<file path="src/rtl/spi_pkg.sv">
// rtl/spi_pkg.sv - shared constants and state encoding for the SPI master driver
package spi_pkg;

  localparam int SPI_FRAME_BITS = 8;

  localparam logic [1:0] SPI_MODE0 = 2'b00;
  localparam logic [1:0] SPI_MODE1 = 2'b01;
  localparam logic [1:0] SPI_MODE2 = 2'b10;
  localparam logic [1:0] SPI_MODE3 = 2'b11;

  typedef enum logic [1:0] {
    ST_IDLE  = 2'd0,
    ST_SETUP = 2'd1,
    ST_XFER  = 2'd2,
    ST_HOLD  = 2'd3
  } spi_state_e;

endpackage

</file>
<file path="src/rtl/spi_sclk_gen.sv">
// rtl/spi_sclk_gen.sv - sclk divider and edge counter for the SPI master
// Pulses are combinational so the master registers data on the same clk edge that toggles sclk.
module spi_sclk_gen #(
  parameter int CLK_DIV = 4
) (
  input  logic clk,
  input  logic rst,
  input  logic en,
  input  logic load,
  input  logic cpol,
  output logic sclk,
  output logic lead_pulse,
  output logic trail_pulse,
  output logic last_edge
);

  localparam int DW = $clog2(CLK_DIV);

  logic [DW-1:0] div_cnt;
  logic [3:0]    edge_cnt;
  logic          tick;

  assign tick        = en && (div_cnt == DW'(CLK_DIV - 1));
  // edge_cnt holds edges already made, so an even count means the next edge is odd (leading)
  assign lead_pulse  = tick && !edge_cnt[0];
  assign trail_pulse = tick && edge_cnt[0];
  assign last_edge   = tick && (edge_cnt == 4'd15);

  always_ff @(posedge clk or posedge rst) begin
    if (rst) begin
      div_cnt  <= '0;
      edge_cnt <= '0;
      sclk     <= 1'b0;
    end else if (load) begin
      div_cnt  <= '0;
      edge_cnt <= '0;
      sclk     <= cpol;
    end else if (en) begin
      div_cnt <= tick ? '0 : div_cnt + 1'b1;
      if (tick) begin
        sclk     <= ~sclk;
        edge_cnt <= edge_cnt + 4'd1;
      end
    end else begin
      div_cnt <= '0;
    end
  end

endmodule

</file>
<file path="src/rtl/spi_master_driver.sv">
// rtl/spi_master_driver.sv - full-duplex 8-bit SPI master, modes 0-3 per transfer
module spi_master_driver
  import spi_pkg::*;
#(
  parameter int CLK_DIV  = 4,
  parameter int CS_SETUP = 2,
  parameter int CS_HOLD  = 2
) (
  input  logic                      clk,
  input  logic                      rst,
  input  logic                      start,
  input  logic [SPI_FRAME_BITS-1:0] tx_data,
  input  logic [1:0]                mode,
  output logic [SPI_FRAME_BITS-1:0] rx_data,
  output logic                      done,
  output logic                      busy,
  output logic                      sclk,
  output logic                      cs_n,
  output logic                      mosi,
  input  logic                      miso
);

  localparam int PH_MAX = (CS_SETUP > CS_HOLD) ? CS_SETUP : CS_HOLD;
  localparam int PW     = $clog2(PH_MAX + 1);

  spi_state_e                state, state_next;
  logic [PW-1:0]             ph_cnt;
  logic                      ph_last;
  logic [SPI_FRAME_BITS-1:0] shift_tx, rx_shift;
  logic [3:0]                bit_cnt;
  logic                      cpha_q;
  logic                      lead_pulse, trail_pulse, last_edge;
  logic                      accept;

  assign accept  = (state == ST_IDLE) && start;
  assign ph_last = (state == ST_SETUP) ? (ph_cnt == PW'(CS_SETUP - 1))
                                       : (ph_cnt == PW'(CS_HOLD - 1));

  spi_sclk_gen #(.CLK_DIV(CLK_DIV)) u_sclk_gen (
    .clk         (clk),
    .rst         (rst),
    .en          (state == ST_XFER),
    .load        (accept),
    .cpol        (mode[1]),
    .sclk        (sclk),
    .lead_pulse  (lead_pulse),
    .trail_pulse (trail_pulse),
    .last_edge   (last_edge)
  );

  always_ff @(posedge clk or posedge rst) begin
    if (rst) begin
      state  <= ST_IDLE;
      ph_cnt <= '0;
    end else begin
      state  <= state_next;
      ph_cnt <= ((state_next == state) && ((state == ST_SETUP) || (state == ST_HOLD)))
                ? ph_cnt + 1'b1 : '0;
    end
  end

  always_comb begin
    state_next = state;
    case (state)
      ST_IDLE:  if (start)     state_next = ST_SETUP;
      ST_SETUP: if (ph_last)   state_next = ST_XFER;
      ST_XFER:  if (last_edge) state_next = ST_HOLD;
      ST_HOLD:  if (ph_last)   state_next = ST_IDLE;
      default:                 state_next = ST_IDLE;
    endcase
  end

  always_ff @(posedge clk or posedge rst) begin
    if (rst) begin
      cs_n     <= 1'b1;
      mosi     <= 1'b0;
      rx_data  <= '0;
      done     <= 1'b0;
      busy     <= 1'b0;
      shift_tx <= '0;
      rx_shift <= '0;
      bit_cnt  <= '0;
      cpha_q   <= 1'b0;
    end else begin
      done <= 1'b0;
      case (state)
        ST_IDLE: if (start) begin
          shift_tx <= tx_data;
          cpha_q   <= mode[0];
          mosi     <= tx_data[SPI_FRAME_BITS-1];
          cs_n     <= 1'b0;
          busy     <= 1'b1;
          bit_cnt  <= '0;
        end
        ST_XFER: begin
          if (cpha_q ? trail_pulse : lead_pulse) begin
            rx_shift <= {rx_shift[SPI_FRAME_BITS-2:0], miso};
            bit_cnt  <= bit_cnt + 4'd1;
          end
          // CPHA=0 already presented bit7 at cs_n fall; the final trailing edge leaves mosi alone
          if (!cpha_q && trail_pulse && (bit_cnt != 4'(SPI_FRAME_BITS))) begin
            mosi     <= shift_tx[SPI_FRAME_BITS-2];
            shift_tx <= {shift_tx[SPI_FRAME_BITS-2:0], 1'b0};
          end
          if (cpha_q && lead_pulse) begin
            mosi     <= shift_tx[SPI_FRAME_BITS-1];
            shift_tx <= {shift_tx[SPI_FRAME_BITS-2:0], 1'b0};
          end
        end
        ST_HOLD: if (ph_last) begin
          cs_n    <= 1'b1;
          busy    <= 1'b0;
          done    <= 1'b1;
          rx_data <= rx_shift;
        end
        default: ;
      endcase
    end
  end

endmodule

</file>
<file path="config.mk">
export PLATFORM = sky130hd
export DESIGN_NAME = spi_master_driver
export DESIGN_NICKNAME = d
export VERILOG_FILES = /design/src/rtl/spi_pkg.sv /design/src/rtl/spi_sclk_gen.sv /design/src/rtl/spi_master_driver.sv
export SDC_FILE = /design/constraint.sdc
export NUM_CORES = 1
export LEC_CHECK = 0
export CAP_MARGIN = 20
export CORE_MARGIN = 2
export CORE_UTILIZATION = 39
export DETAILED_ROUTE_END_ITERATION = 8
export GPL_TIMING_DRIVEN = 0
export HOLD_SLACK_MARGIN = 0.08
export PLACE_DENSITY = 0.56
export SYNTH_ARGS = -nofsm -noshare
export SYNTH_HDL_FRONTEND = slang
export SYNTH_SLANG_ARGS = --single-unit
</file>
<file path="constraint.sdc">
create_clock -name clk -period 2.3 [get_ports clk]
set_input_delay 0.46 -clock clk [delete_from_list [all_inputs] [get_ports clk]]
set_output_delay 0.46 -clock clk [all_outputs]
set_load 0.02 [all_outputs]
</file>
==> impl_results.md <==
- EDFF count, synth: 0
- Most frequent cells in the layout: dfrtp_1 (43), mux2_2 (26), clkdlybuf4s50_1 (26)
- Tot GR Track Use: 14.4%
- Max_slew headroom: 41.4%
- Main flop type after synthesis: dfrtp_1
- Final ANT Viol Nets: 0
- Via/cell ratio: 4.65
- Filler instances: 458
- WP data required: 1.84 ns
- Critical-path top delay cell: clkdlybuf4s50_1
- Compound-Gate Fraction of Synth Area: 3.69%
- Post-synth top area cell: dfrtp_1
- Leak pwr: 1.14 nW
- Final Core Density: 50.2%
- Vias after detailed routing: 1,214
- Initial antenna violation count: 0
- Final setup viols: 0
- Library cells used by synthesis: 33
- Worst hold path class: reg2reg
- H-tree lvl count: 2
- Netlist Area Pre-Place: 1930 um2
- Worst Skew: 0.00548 ns
- Cells after Synth: 160
- Largest family of logic cells by synthesized area: multiplexers
- Crit path cell chain: clkdlybuf4s50_1
- Final Max Slew Viols: 0
- Hold_ws: 0.439 ns
- Synthesized Nets: 179
- GR Overflow Total: 0
- Starting Density: 40.7%
- Die H: 74.4 um
- Post-synthesis register bit count: 44
- RePlAce Congestion: 0.727
- Mapped Avg Cell Area: 12.1 um2
- Diode count: 0
- CTS buffer count: 5
- Final period util: 81.6%
- Reg clk slew, reported paths: 0.08 ns
- Sequential share of the synthesized area: 57.0%
- I/O pin total: 27
- Status: finished, final reports clean
- CP endpoint kind: output pin
- Area of the multi-input gates: 773 um2
- RSZ-0062 raised after global routing: false
- Max incr delay on CP: 0.59 ns
- Vias in the first global route: 1,267
- F_max: 533 MHz
- Reg2reg setup slack: 0.52 ns
- Placed cell area: 2280 um2
- Resized Gates After CTS: 0
- Clk buf depth: 2
- Adder-Cell Fraction of Synth Area: 3.24%
- Drc violations: 0
- Area contributors post-synth: dfrtp_1 (56%), mux2_2 (15%), nand2_1 (4.9%)
- TritonCTS clock tree: built
- Total Routed Length: 3430 um
- DP HPWL: 2280 um
- Hold-fix buffers, CTS: 0
- Root Driver: clkbuf_8
- Post-synth ARST share: 100%
- Minimum clock period after layout: 1.88 ns
- Post-Synth Simple-Gate Area: 13.8%
- Max FO, Critical Path: 2
- Area delta synth->final: 23.4%
- Fin. Hold Viols: 0
- Family with the most delay on the worst path: buffers and inverters
- Post CTS Setup Buffer Count: 0
- Portion of netlist area occupied by mux cells: 15.7%
- Commonest non-fill, non-tap cell in the layout: dfrtp_1
- CP Class: reg2out
- Avg WL per Cell: 13.2 um
- Core ar.: 4750 um2
- Max IR drop VDD: 0.000384 V
- FF+latch area: 1100 um2
- First-pass GRT wire length: 5880 um
- Row Count: 25
- Power Density: 1010 nW/um2
- Port Buf Inserts: 26
- Pre-antenna DRT Iters: 4
- CP arrival: 1.42 ns
- CP Launch Type: flop
- Pin count of the biggest net entering global routing: 45
- Top cell type's share of synthesized area: 55.7%
- Worst-Margin Slew: 0.878 ns
- Area of the die: 5540 um2
- Die Width: 74.4 um
- CP bufs+invs: 1
- Share of cells above drive strength 1: 21.6%
- Post-route cell area: 2380 um2
- Worst skew pair latency: 0.29 ns
- Synth Area in XOR/XNOR: 3.62%
- DR iter-0 viols: 69
- # nets final: 212
- Number of max-cap violations: 0
- Sink Count: 44
- Warnings from Yosys: 0
-- final cells by class --
| type | count | share of cell area (%) |
|---|---|---|
| Multi-Input combinational cell | 104 | 32.4 |
| Tap cell | 67 | 3.52 |
| Inverter | 6 | 0.944 |
| Sequential cell | 44 | 46.2 |
| Clock buffer | 6 | 3.04 |
| Clock inverter | 2 | 1.47 |
| Timing Repair Buffer | 26 | 10.9 |
| Buffer | 6 | 1.47 |
-- cell usage after synthesis, types with 2 or more instances --
master / count
xnor2_1: 5
inv_1: 6
o21ai_0: 2
nand2b_1: 3
mux2_2: 26
nor2_1: 10
ha_1: 5
dfrtp_1: 43
nor2b_1: 2
xor2_1: 3
buf_2: 3
nand3_1: 4
and3b_1: 2
a21o_1: 2
nand2_1: 25
nor3_1: 2
-- per-stage QoR --
stage | power (mW) | std cells | worst slack, ns | TNS, ns
after global routing | 2.58 | 261 | 0.373 | 0
after global placement | 1.81 | 253 | -0.0154 | -0.597
after detailed placement | 1.85 | 253 | 0.171 | 0
after floorplan | 1.61 | 160 | 0.681 | 0
final | 2.41 | 261 | 0.423 | 0
after CTS | 2.45 | 261 | 0.398 | 0
-- worst paths after layout --
path,from,end,cells after the start
worst min-delay path,ph_cnt[0]$_DFF_PP0_,ph_cnt[0]$_DFF_PP0_,1
min in group asynchronous,rst,mosi$_DFFE_PP0P_,2
worst min register to register,ph_cnt[0]$_DFF_PP0_,ph_cnt[0]$_DFF_PP0_,1
worst max-delay path,cs_n$_DFFE_PP1P_,cs_n,1
max in group asynchronous,rst,u_sclk_gen.div_cnt[1]$_DFF_PP0_,2
worst max register to register,u_sclk_gen.div_cnt[0]$_DFF_PP0_,shift_tx[6]$_DFFE_PP0P_,5
-- logic make-up after synthesis --
family	after synthesis
AND/OR/NAND/NOR	56
flip-flops	44
multiplexers	27
buffers and inverters	12
AO/OA/AOI/OAI	8
XOR/XNOR	8
adder cells (fa/ha/maj)	5
-- where the power goes --
part           total, mW  switching, mW  leakage, nW  internal [mW]
sequential          1.09          0.121        0.576          0.970
clock              0.579          0.256       0.0552          0.322
combinational      0.738          0.378        0.512          0.361
total               2.41          0.755         1.14           1.65
-- routing by layer --
layer | vias to the layer above | global-route usage, % | routed length [um]
met5 | - | 0 | 0
li1 | 600 | - | -
met4 | 0 | 5.95 | 68
met2 | 21 | 24.5 | 1680
met3 | 6 | 4.20 | 144
met1 | 587 | 17.0 | 1540
-- registers in the layout, indices dropped and copies added, names as in the netlist, 2 cells and up --
| register | cells |
|---|---|
| ph_cnt | 2 |
| u_sclk_gen.edge_cnt | 4 |
| u_sclk_gen.div_cnt | 2 |
| state | 2 |
| rx_data | 8 |
| shift_tx | 8 |
| rx_shift | 8 |
| bit_cnt | 4 |
No activity file was read; power rests on OpenSTA's default activity.
